<file path="src/rtl/secure_reg_pkg.sv">
// Shared types and constants for the secure register access controller.
// Latency: none (declarations only).
// Backpressure: not applicable.
package secure_reg_pkg;

    // Transaction sequencer states; denied accesses skip WAIT.
    typedef enum logic [1:0] {
        IDLE  = 2'd0,
        ISSUE = 2'd1,
        WAIT  = 2'd2,
        RESP  = 2'd3
    } state_t;

    // The thread ID that owns the secure register unless overridden.
    localparam int PRIV_TID_DEFAULT = 0;

    // Width of a requester index; never narrower than one bit.
    function automatic int idx_width(input int n);
        return (n > 1) ? $clog2(n) : 1;
    endfunction

endpackage

</file>
<file path="src/rtl/rr_arbiter.sv">
// Round-robin pick among N requesters, starting one past the last winner.
// Latency: purely combinational.
// Backpressure: none; the caller decides when the grant is consumed.
module rr_arbiter
    import secure_reg_pkg::*;
#(
    parameter int N  = 4,
    parameter int IW = idx_width(N)
) (
    input  logic [N-1:0]  req,
    input  logic [IW-1:0] ptr,
    output logic [N-1:0]  gnt,
    output logic [IW-1:0] idx
);

    logic [IW-1:0] cand;
    logic          found;

    // Walk ptr+1 .. ptr+N (wrapping) and take the first active request.
    always_comb begin
        gnt   = '0;
        idx   = '0;
        cand  = '0;
        found = 1'b0;
        for (int i = 1; i <= N; i++) begin
            cand = IW'((int'(ptr) + i) % N);
            if (!found && req[cand]) begin
                found     = 1'b1;
                gnt[cand] = 1'b1;
                idx       = cand;
            end
        end
    end

endmodule

</file>
<file path="src/rtl/secure_reg_access_ctrl.sv">
// Serialises requester accesses to one secure register; only PRIV_TID gets through.
// Latency: allowed access responds 3 cycles after the arbitration cycle, denied 2.
// Backpressure: requesters hold req until their gnt pulse; one transaction in flight.
module secure_reg_access_ctrl
    import secure_reg_pkg::*;
#(
    parameter int NUM_REQ     = 4,
    parameter int DATA_WIDTH  = 32,
    parameter int TID_WIDTH   = 3,
    parameter int PRIV_TID    = PRIV_TID_DEFAULT,
    parameter int CNT_WIDTH   = 8,
    parameter int LOCK_THRESH = 16
) (
    input  logic                            clk,
    input  logic                            rst,
    input  logic [NUM_REQ-1:0]              req,
    input  logic [NUM_REQ-1:0]              req_wr,
    input  logic [NUM_REQ*TID_WIDTH-1:0]    req_tid,
    input  logic [NUM_REQ*DATA_WIDTH-1:0]   req_wdata,
    output logic [NUM_REQ-1:0]              gnt,
    output logic                            rsp_valid,
    output logic                            rsp_err,
    output logic [DATA_WIDTH-1:0]           rsp_rdata,
    output logic                            reg_access_en,
    output logic                            reg_wr_en,
    output logic [TID_WIDTH-1:0]            reg_thread_id,
    output logic [DATA_WIDTH-1:0]           reg_data_in,
    input  logic [DATA_WIDTH-1:0]           reg_data_out,
    output logic [CNT_WIDTH-1:0]            viol_count,
    output logic                            lockdown
);

    localparam int                   IW       = idx_width(NUM_REQ);
    localparam logic [CNT_WIDTH-1:0] LOCK_VAL = CNT_WIDTH'(LOCK_THRESH);
    localparam logic [TID_WIDTH-1:0] PRIV_VAL = TID_WIDTH'(PRIV_TID);

    // Everything sampled from the winning requester in the arbitration cycle.
    typedef struct packed {
        logic [IW-1:0]         idx;
        logic                  wr;
        logic [TID_WIDTH-1:0]  tid;
        logic [DATA_WIDTH-1:0] wdata;
    } txn_t;

    logic [TID_WIDTH-1:0]  tid_a   [NUM_REQ];
    logic [DATA_WIDTH-1:0] wdata_a [NUM_REQ];

    state_t               state_q;
    state_t               state_d;
    txn_t                 txn_q;
    logic [IW-1:0]        ptr_q;
    logic                 err_q;
    logic [NUM_REQ-1:0]   arb_gnt;
    logic [IW-1:0]        arb_idx;
    logic                 arb_vld;
    logic                 allowed;
    logic [CNT_WIDTH-1:0] viol_next;

    genvar g;
    for (g = 0; g < NUM_REQ; g++) begin : g_unpack
        assign tid_a[g]   = req_tid[g*TID_WIDTH +: TID_WIDTH];
        assign wdata_a[g] = req_wdata[g*DATA_WIDTH +: DATA_WIDTH];
    end

    rr_arbiter #(
        .N  (NUM_REQ),
        .IW (IW)
    ) u_arb (
        .req (req),
        .ptr (ptr_q),
        .gnt (arb_gnt),
        .idx (arb_idx)
    );

    assign arb_vld   = |arb_gnt;
    // Lockdown is checked against the live flag so a lock taken by the
    // previous transaction already blocks this one.
    assign allowed   = (txn_q.tid == PRIV_VAL) && !lockdown;
    assign viol_next = (viol_count == '1) ? viol_count : viol_count + 1'b1;

    // State register.
    always_ff @(posedge clk) begin
        if (rst) begin
            state_q <= IDLE;
        end else begin
            state_q <= state_d;
        end
    end

    // Next state and all handshake/register-port outputs; register ports are
    // zero outside an allowed ISSUE cycle so no thread ID or data leaks.
    always_comb begin
        state_d       = state_q;
        gnt           = '0;
        rsp_valid     = 1'b0;
        rsp_err       = 1'b0;
        reg_access_en = 1'b0;
        reg_wr_en     = 1'b0;
        reg_thread_id = '0;
        reg_data_in   = '0;
        case (state_q)
            IDLE: begin
                if (arb_vld) begin
                    state_d = ISSUE;
                end
            end
            ISSUE: begin
                if (allowed) begin
                    reg_access_en = 1'b1;
                    reg_wr_en     = txn_q.wr;
                    reg_thread_id = txn_q.tid;
                    reg_data_in   = txn_q.wdata;
                    state_d       = WAIT;
                end else begin
                    state_d = RESP;
                end
            end
            WAIT: begin
                state_d = RESP;
            end
            RESP: begin
                gnt       = {{(NUM_REQ-1){1'b0}}, 1'b1} << txn_q.idx;
                rsp_valid = 1'b1;
                rsp_err   = err_q;
                state_d   = IDLE;
            end
            default: begin
                state_d = IDLE;
            end
        endcase
    end

    // Latch the winner in IDLE; later changes on the request ports are ignored.
    always_ff @(posedge clk) begin
        if (rst) begin
            txn_q <= '0;
            ptr_q <= IW'(NUM_REQ - 1);
        end else if (state_q == IDLE && arb_vld) begin
            txn_q.idx   <= arb_idx;
            txn_q.wr    <= req_wr[arb_idx];
            txn_q.tid   <= tid_a[arb_idx];
            txn_q.wdata <= wdata_a[arb_idx];
            ptr_q       <= arb_idx;
        end
    end

    // Response status and read data, settled just before RESP and held after.
    always_ff @(posedge clk) begin
        if (rst) begin
            err_q     <= 1'b0;
            rsp_rdata <= '0;
        end else if (state_q == ISSUE) begin
            err_q <= !allowed;
            if (!allowed) begin
                rsp_rdata <= '0;
            end
        end else if (state_q == WAIT) begin
            rsp_rdata <= txn_q.wr ? '0 : reg_data_out;
        end
    end

    // Saturating violation counter and sticky lockdown, cleared only by reset.
    always_ff @(posedge clk) begin
        if (rst) begin
            viol_count <= '0;
            lockdown   <= 1'b0;
        end else if (state_q == ISSUE && !allowed) begin
            viol_count <= viol_next;
            if (viol_next == LOCK_VAL) begin
                lockdown <= 1'b1;
            end
        end
    end

endmodule
</file>
<file path="config.mk">
export PLATFORM = sky130hd
export DESIGN_NAME = secure_reg_access_ctrl
export DESIGN_NICKNAME = d
export VERILOG_FILES = /design/src/rtl/secure_reg_pkg.sv /design/src/rtl/rr_arbiter.sv /design/src/rtl/secure_reg_access_ctrl.sv
export SDC_FILE = /design/constraint.sdc
export NUM_CORES = 1
export LEC_CHECK = 0
export BUFFER_PORTS_ARGS = -buffer_cell sky130_fd_sc_hd__buf_2
export CAP_MARGIN = 20
export CELL_PAD_IN_SITES_DETAIL_PLACEMENT = 1
export CELL_PAD_IN_SITES_GLOBAL_PLACEMENT = 2
export CORE_MARGIN = 4
export CORE_UTILIZATION = 24
export CTS_CLUSTER_SIZE = 40
export DETAILED_ROUTE_END_ITERATION = 8
export PLACE_DENSITY = 0.89
export SYNTH_ARGS = -nofsm -noshare
export SYNTH_HDL_FRONTEND = slang
export SYNTH_SLANG_ARGS = --single-unit
</file>
<file path="constraint.sdc">
create_clock -name clk -period 3.4 [get_ports clk]
set_clock_uncertainty 0.1 [all_clocks]
set_input_delay 0.68 -clock clk [delete_from_list [all_inputs] [get_ports clk]]
set_output_delay 0.68 -clock clk [all_outputs]
set_load 0.005 [all_outputs]
</file>
# --- Word level (Yosys, flattened, before mapping) ---
# Index checks and enable logic that the tools add are counted.
word_totals:
  elab_cells: 112
  in_bits: 182
  ff_bits: 84
  out_inout_bits: 84
op_classes:
  n_shift: 1
  eq_ne: 7
  n_addsub: 5
  bitwise: 4
  n_lt_le_gt_ge: 10
  n_reduce_logical: 21
  muxes: 54
op_table:
  columns: ["cell", "count"]
  rows:
  - ["32-bit 2-to-1 mux", 8]
  - ["32-bit binary-select mux with 2-bit select", 1]
  - ["4-bit 2-to-1 mux", 5]
  - ["1-bit 2-to-1 mux", 19]
  - ["2-bit by 3-bit less-than comparator with 1-bit output (second input constant)", 5]
  - ["3-bit 2-to-1 mux", 4]
  - ["4-bit OR", 3]
  - ["1-bit binary-select mux with 2-bit select", 5]
  - ["1-bit logical AND", 10]
  - ["2-bit 2-to-1 mux", 5]
  - ["8-bit by 1-bit adder with 8-bit output (second input constant)", 1]
  - ["1-bit demux with 2-bit select", 4]
  - ["8-bit by 5-bit equality test with 1-bit output (second input constant)", 1]
  - ["8-bit equality test (second input constant)", 1]
  - ["2-bit by 1-bit greater-or-equal comparator with 1-bit output (second input constant)", 4]
  - ["8-bit 2-to-1 mux", 1]
  - ["2-bit case mux with 4 select lines", 1]
  - ["3-bit binary-select mux with 2-bit select", 1]
  - ["1-bit zero test", 5]
  - ["2-bit by 1-bit adder with 2-bit output (second input constant)", 2]
  - ["2-bit adder (second input constant)", 2]
  - ["2-bit equality test (second input constant)", 2]
  - ["2-bit inequality test (second input constant)", 2]
  - ["2-bit AND reduction", 2]
  - ["other kinds (8)", 8]

# --- Logic depth before layout (Yosys ltp) ---
logic_depth:
  depth_word: 17
  mapped_depth: 12

# --- Modules after synthesis ---
# Synthesis repeated with hierarchy kept, for this count alone.
unflattened:
  cells_unflattened: 544
  area_unflattened_um2: 4928.5
modules_own_cells:
  columns: ["mod", "seq_area_each_um2", "instances", "cells_per_inst", "area_per_inst_um2"]
  rows:
  - ["secure_reg_access_ctrl", 1681.6, 1, 476, 4383.0]
  - ["rr_arbiter", 0.0, 1, 68, 545.5]

# --- Least setup slack after synthesis ---
# Ideal clock, no wire load.
synth_timing:
  path_type: "reg-to-reg"
  startpoint: "register ptr_q[0]"
  endpoint: "register txn_q[14] (netlist bit)"
  path_stages_with_launch: 13
  synth_period_minus_slack_ns: 3.066
  required_time_ns: 3.186
  setup_ns: 0.114
  t_arrival_ns: 2.852
  n_path_buf: 4
  setup_slack_ns: 0.334
  path_cell_list: "dfxtp_1 -> buf_2 -> inv_1 -> ha_1 -> buf_4 -> mux4_2 -> a211o_1 -> a21bo_1 -> buf_4 -> buf_4 -> mux2i_1 -> o22ai_1 -> a21o_1"
synth_via:
  elab_chain_len: 17
synth_rtl:
  columns: ["element", "line", "source"]
  rows:
  - ["start, declared", "secure_reg_access_ctrl.sv:51", "logic [IW-1:0] ptr_q;"]
  - ["start signal, assigned", "secure_reg_access_ctrl.sv:137", "ptr_q <= IW'(NUM_REQ - 1);"]
  - ["start signal, assigned", "secure_reg_access_ctrl.sv:143", "ptr_q <= arb_idx;"]
  - ["branches (longest 17 deep; another with 2-bit by 3-bit less-than comparator with 1-bit output)", null, null]
  - ["end, declared", "secure_reg_access_ctrl.sv:50", "txn_t txn_q;"]
# Several ways; the timed one is not identified. The select of a mux whose other input is x is not followed.
# A chain may end at the register's enable or synchronous reset.

# --- Final worst setup path ---
layout_timing:
  startpoint: "register ptr_q[1]"
  endpoint: "register txn_q[3] (netlist bit)"
# The elaborated chain is that of the path after synthesis.

==> impl_metrics.ini <==
[status]
status = finished clean

[floorplanning]
fp.dieArea_um2 = 21700
num_rows = 50
die_h_um = 147
pin_count = 266
fp.dieW_um = 147
start_util_pct = 24.7
core-area_um2 = 18900

[placed_design]
placed_area_um2 = 6230
gp_congestion = 0.848
dp_hpwl_um = 13700
port_buffers = 262

[yosys]
synth_warnings = 0
post-synth-top-area-fraction_pct = 36.0
yosys-top-cells-count = dfxtp_1 (84), mux2i_1 (78), nor2_1 (47)
syn_avg_cell_area_um2 = 9.15
synth-seq-area-share_pct = 36.0
yosysTopAreaCell = dfxtp_1
ys.flop_type = dfxtp_1
yosysMostFrequentCell = dfxtp_1
ys_ff_latch = 84
synthesis.instances = 510
async_flop_share_pct = 0
synthTopCellsByArea = dfxtp_1 (36%), mux2i_1 (17%), a21o_1 (5.8%)
ys_types = 53
synth_area_um2 = 4670
synth_edf_count = 0

[clock_network]
clk_latency_ns = 0.34
clkSlewWorstSetupHoldPaths_ns = 0.07
clock-sinks = 84
clockBufferDepth = 2
root_buffer = clkbuf_16
tritoncts = built
cts_buffers = 9
cts_htree_levels = 3

[timing]
fmax_mhz = 319
worst_pin_slew_ns = 0.654
rsz0062_at_grt = false
max_slew_margin_pct = 56.4
drv_slew = 0
hold_viol = 0
min_period_over_period_pct = 92.3
finalSetupViolCount = 0
setup_tns_ns = 0
min_period_ns = 3.14

[drt]
post_drt_wl_per_cell_um = 17.4
drtIter0Drc = 143
first_pass_iters = 4
vias = 4846
wl_um = 17700
ant_nets = 0
vias_per_cell = 4.76
drc_errors = 0

[cells_and_area]
final_cell_area_um2 = 6570
fin_util_pct = 34.7
num-fill-cells = 2336
final_nets = 948
antenna_cells = 0
drive_above_1_share_pct = 40.4
syn_to_final_growth_pct = 40.7

[global_route]
grt_max_degree = 47
grt_pass1_wl_um = 27800
grt.overflow.total = 0
antenna_found_initial = 0
grt_pass1_vias = 5174
track_usage_pct = 16.0

[critical_path]
criticalPathCategory = flip-flop to flip-flop
worst-path-max-fanout = 31
critical_path_required_ns = 3.54
critPathCaptureType = flip-flop
crit_family = compound AO/OA/AOI/OAI gates
cp-start-kind = flip-flop
crit_chain = inv_1 > ha_1 > mux4_2 > a211o_1 > a21bo_4 > buf_4 > mux2i_1 > o22ai_1 > a21o_1
critPathMaxStageDelay_ns = 0.56
cp.arrival_ns = 3.27
cp_slowest_cell = mux4_2
path_buf_inv = 2

[pwr]
leakagePower_nw = 3.75
p_per_area_nw_per_um2 = 728
peakVddDrop_mv = 0.360

[flow_run]
maxCapViolCount = 0

[worst_hold_path]
hold_path_class = flip-flop to flip-flop
## flip-flops by register name, indices dropped and copies added, names as in the netlist
signal and flops:
ptr_q 2, rsp_rdata 32, state_q 2, txn_q 38, viol_count 8, lockdown 1
err_q 1
## report_power, final
part,leakage (nW),internal (mW),total [mW],switching (mW)
sequential,0.685,1.19,1.32,0.123
clock,0.159,0.656,1.10,0.444
combinational,2.90,1.06,2.36,1.31
## path summary, 6_finish.rpt
path	start	endpoint	slack (ns)	cells after the start
setup / recovery	ptr_q[1]	txn_q[3]	0.26	9
hold / removal	txn_q[17]	txn_q[17]	0.34	1
setup reg to reg	ptr_q[1]	txn_q[3]	0.26	9
hold reg to reg	txn_q[17]	txn_q[17]	0.34	1
## through the flow
stage | setup WS, ns | instances | total power, mW | hold slack (ns)
5_1_grt | 0.116 | 1018 | 5.15 | 0.356
3_5_place_dp | 0.103 | 1002 | 3.74 | 0.330
2_1_floorplan | 0.334 | 512 | 2.98 | 0.318
3_3_place_gp | 0.207 | 1002 | 3.69 | 0.325
4_1_cts | 0.0974 | 1018 | 4.88 | 0.347
6_report | 0.262 | 1018 | 4.78 | 0.344
## metal layers
metal	track usage, %	share of wire [%]
met2	28.5	51
met5	0	0
met1	19.2	42
met4	4.05	1.4
met3	4.20	4.8
## timing repair
| item | CTS | global route |
|---|---|---|
| hold buffers | 0 | 0 |
| endpoints found under the setup margin | 0 | 7 |
| resized for setup | 0 | 1 |
| buffers inserted | 0 | 0 |
## cell usage in the layout, fill, tap and decap left out, types with 3 or more instances in the layout
cell and count:
o31ai_1 3, nand4_1 3, nor3_1 3, clkbuf_16 9, a21o_1 36, a21oi_1 9, o211ai_1 4, or2_2 3
nor3b_1 3, buf_12 3, nand3_1 9, nor2_1 47, conb_1 3, mux2i_1 78, and2_1 3, buf_4 13
nand2_1 13, and3_1 37, o22ai_1 37, ha_1 13, dfxtp_1 83, o21ai_0 6, a22oi_1 29, buf_2 262
inv_1 7
## kinds of logic after synthesis
logic type / count (synthesis) / share of synthesized area (%)
AO/OA/AOI/OAI: 140 / 21.3
XOR/XNOR: 3 / 0.563
multiplexers: 81 / 17.7
buffers and inverters: 55 / 6.09
flip-flops: 84 / 36.0
other: 1 / 0.0804
AND/OR/NAND/NOR: 133 / 14.7
adder cells (fa/ha/maj): 13 / 3.49
## layout make-up
class / instances / area [µm²] / area share [%]
inverter: 7 / 26.3 / 0.400
clock inverter: 7 / 105 / 1.60
clock buffer: 9 / 225 / 3.43
multi-input combinational: 373 / 2730 / 41.6
sequential: 84 / 1680 / 25.6
timing repair buffer: 278 / 1470 / 22.4
tap: 260 / 325 / 4.96
Power figures use the tool's default switching activity.
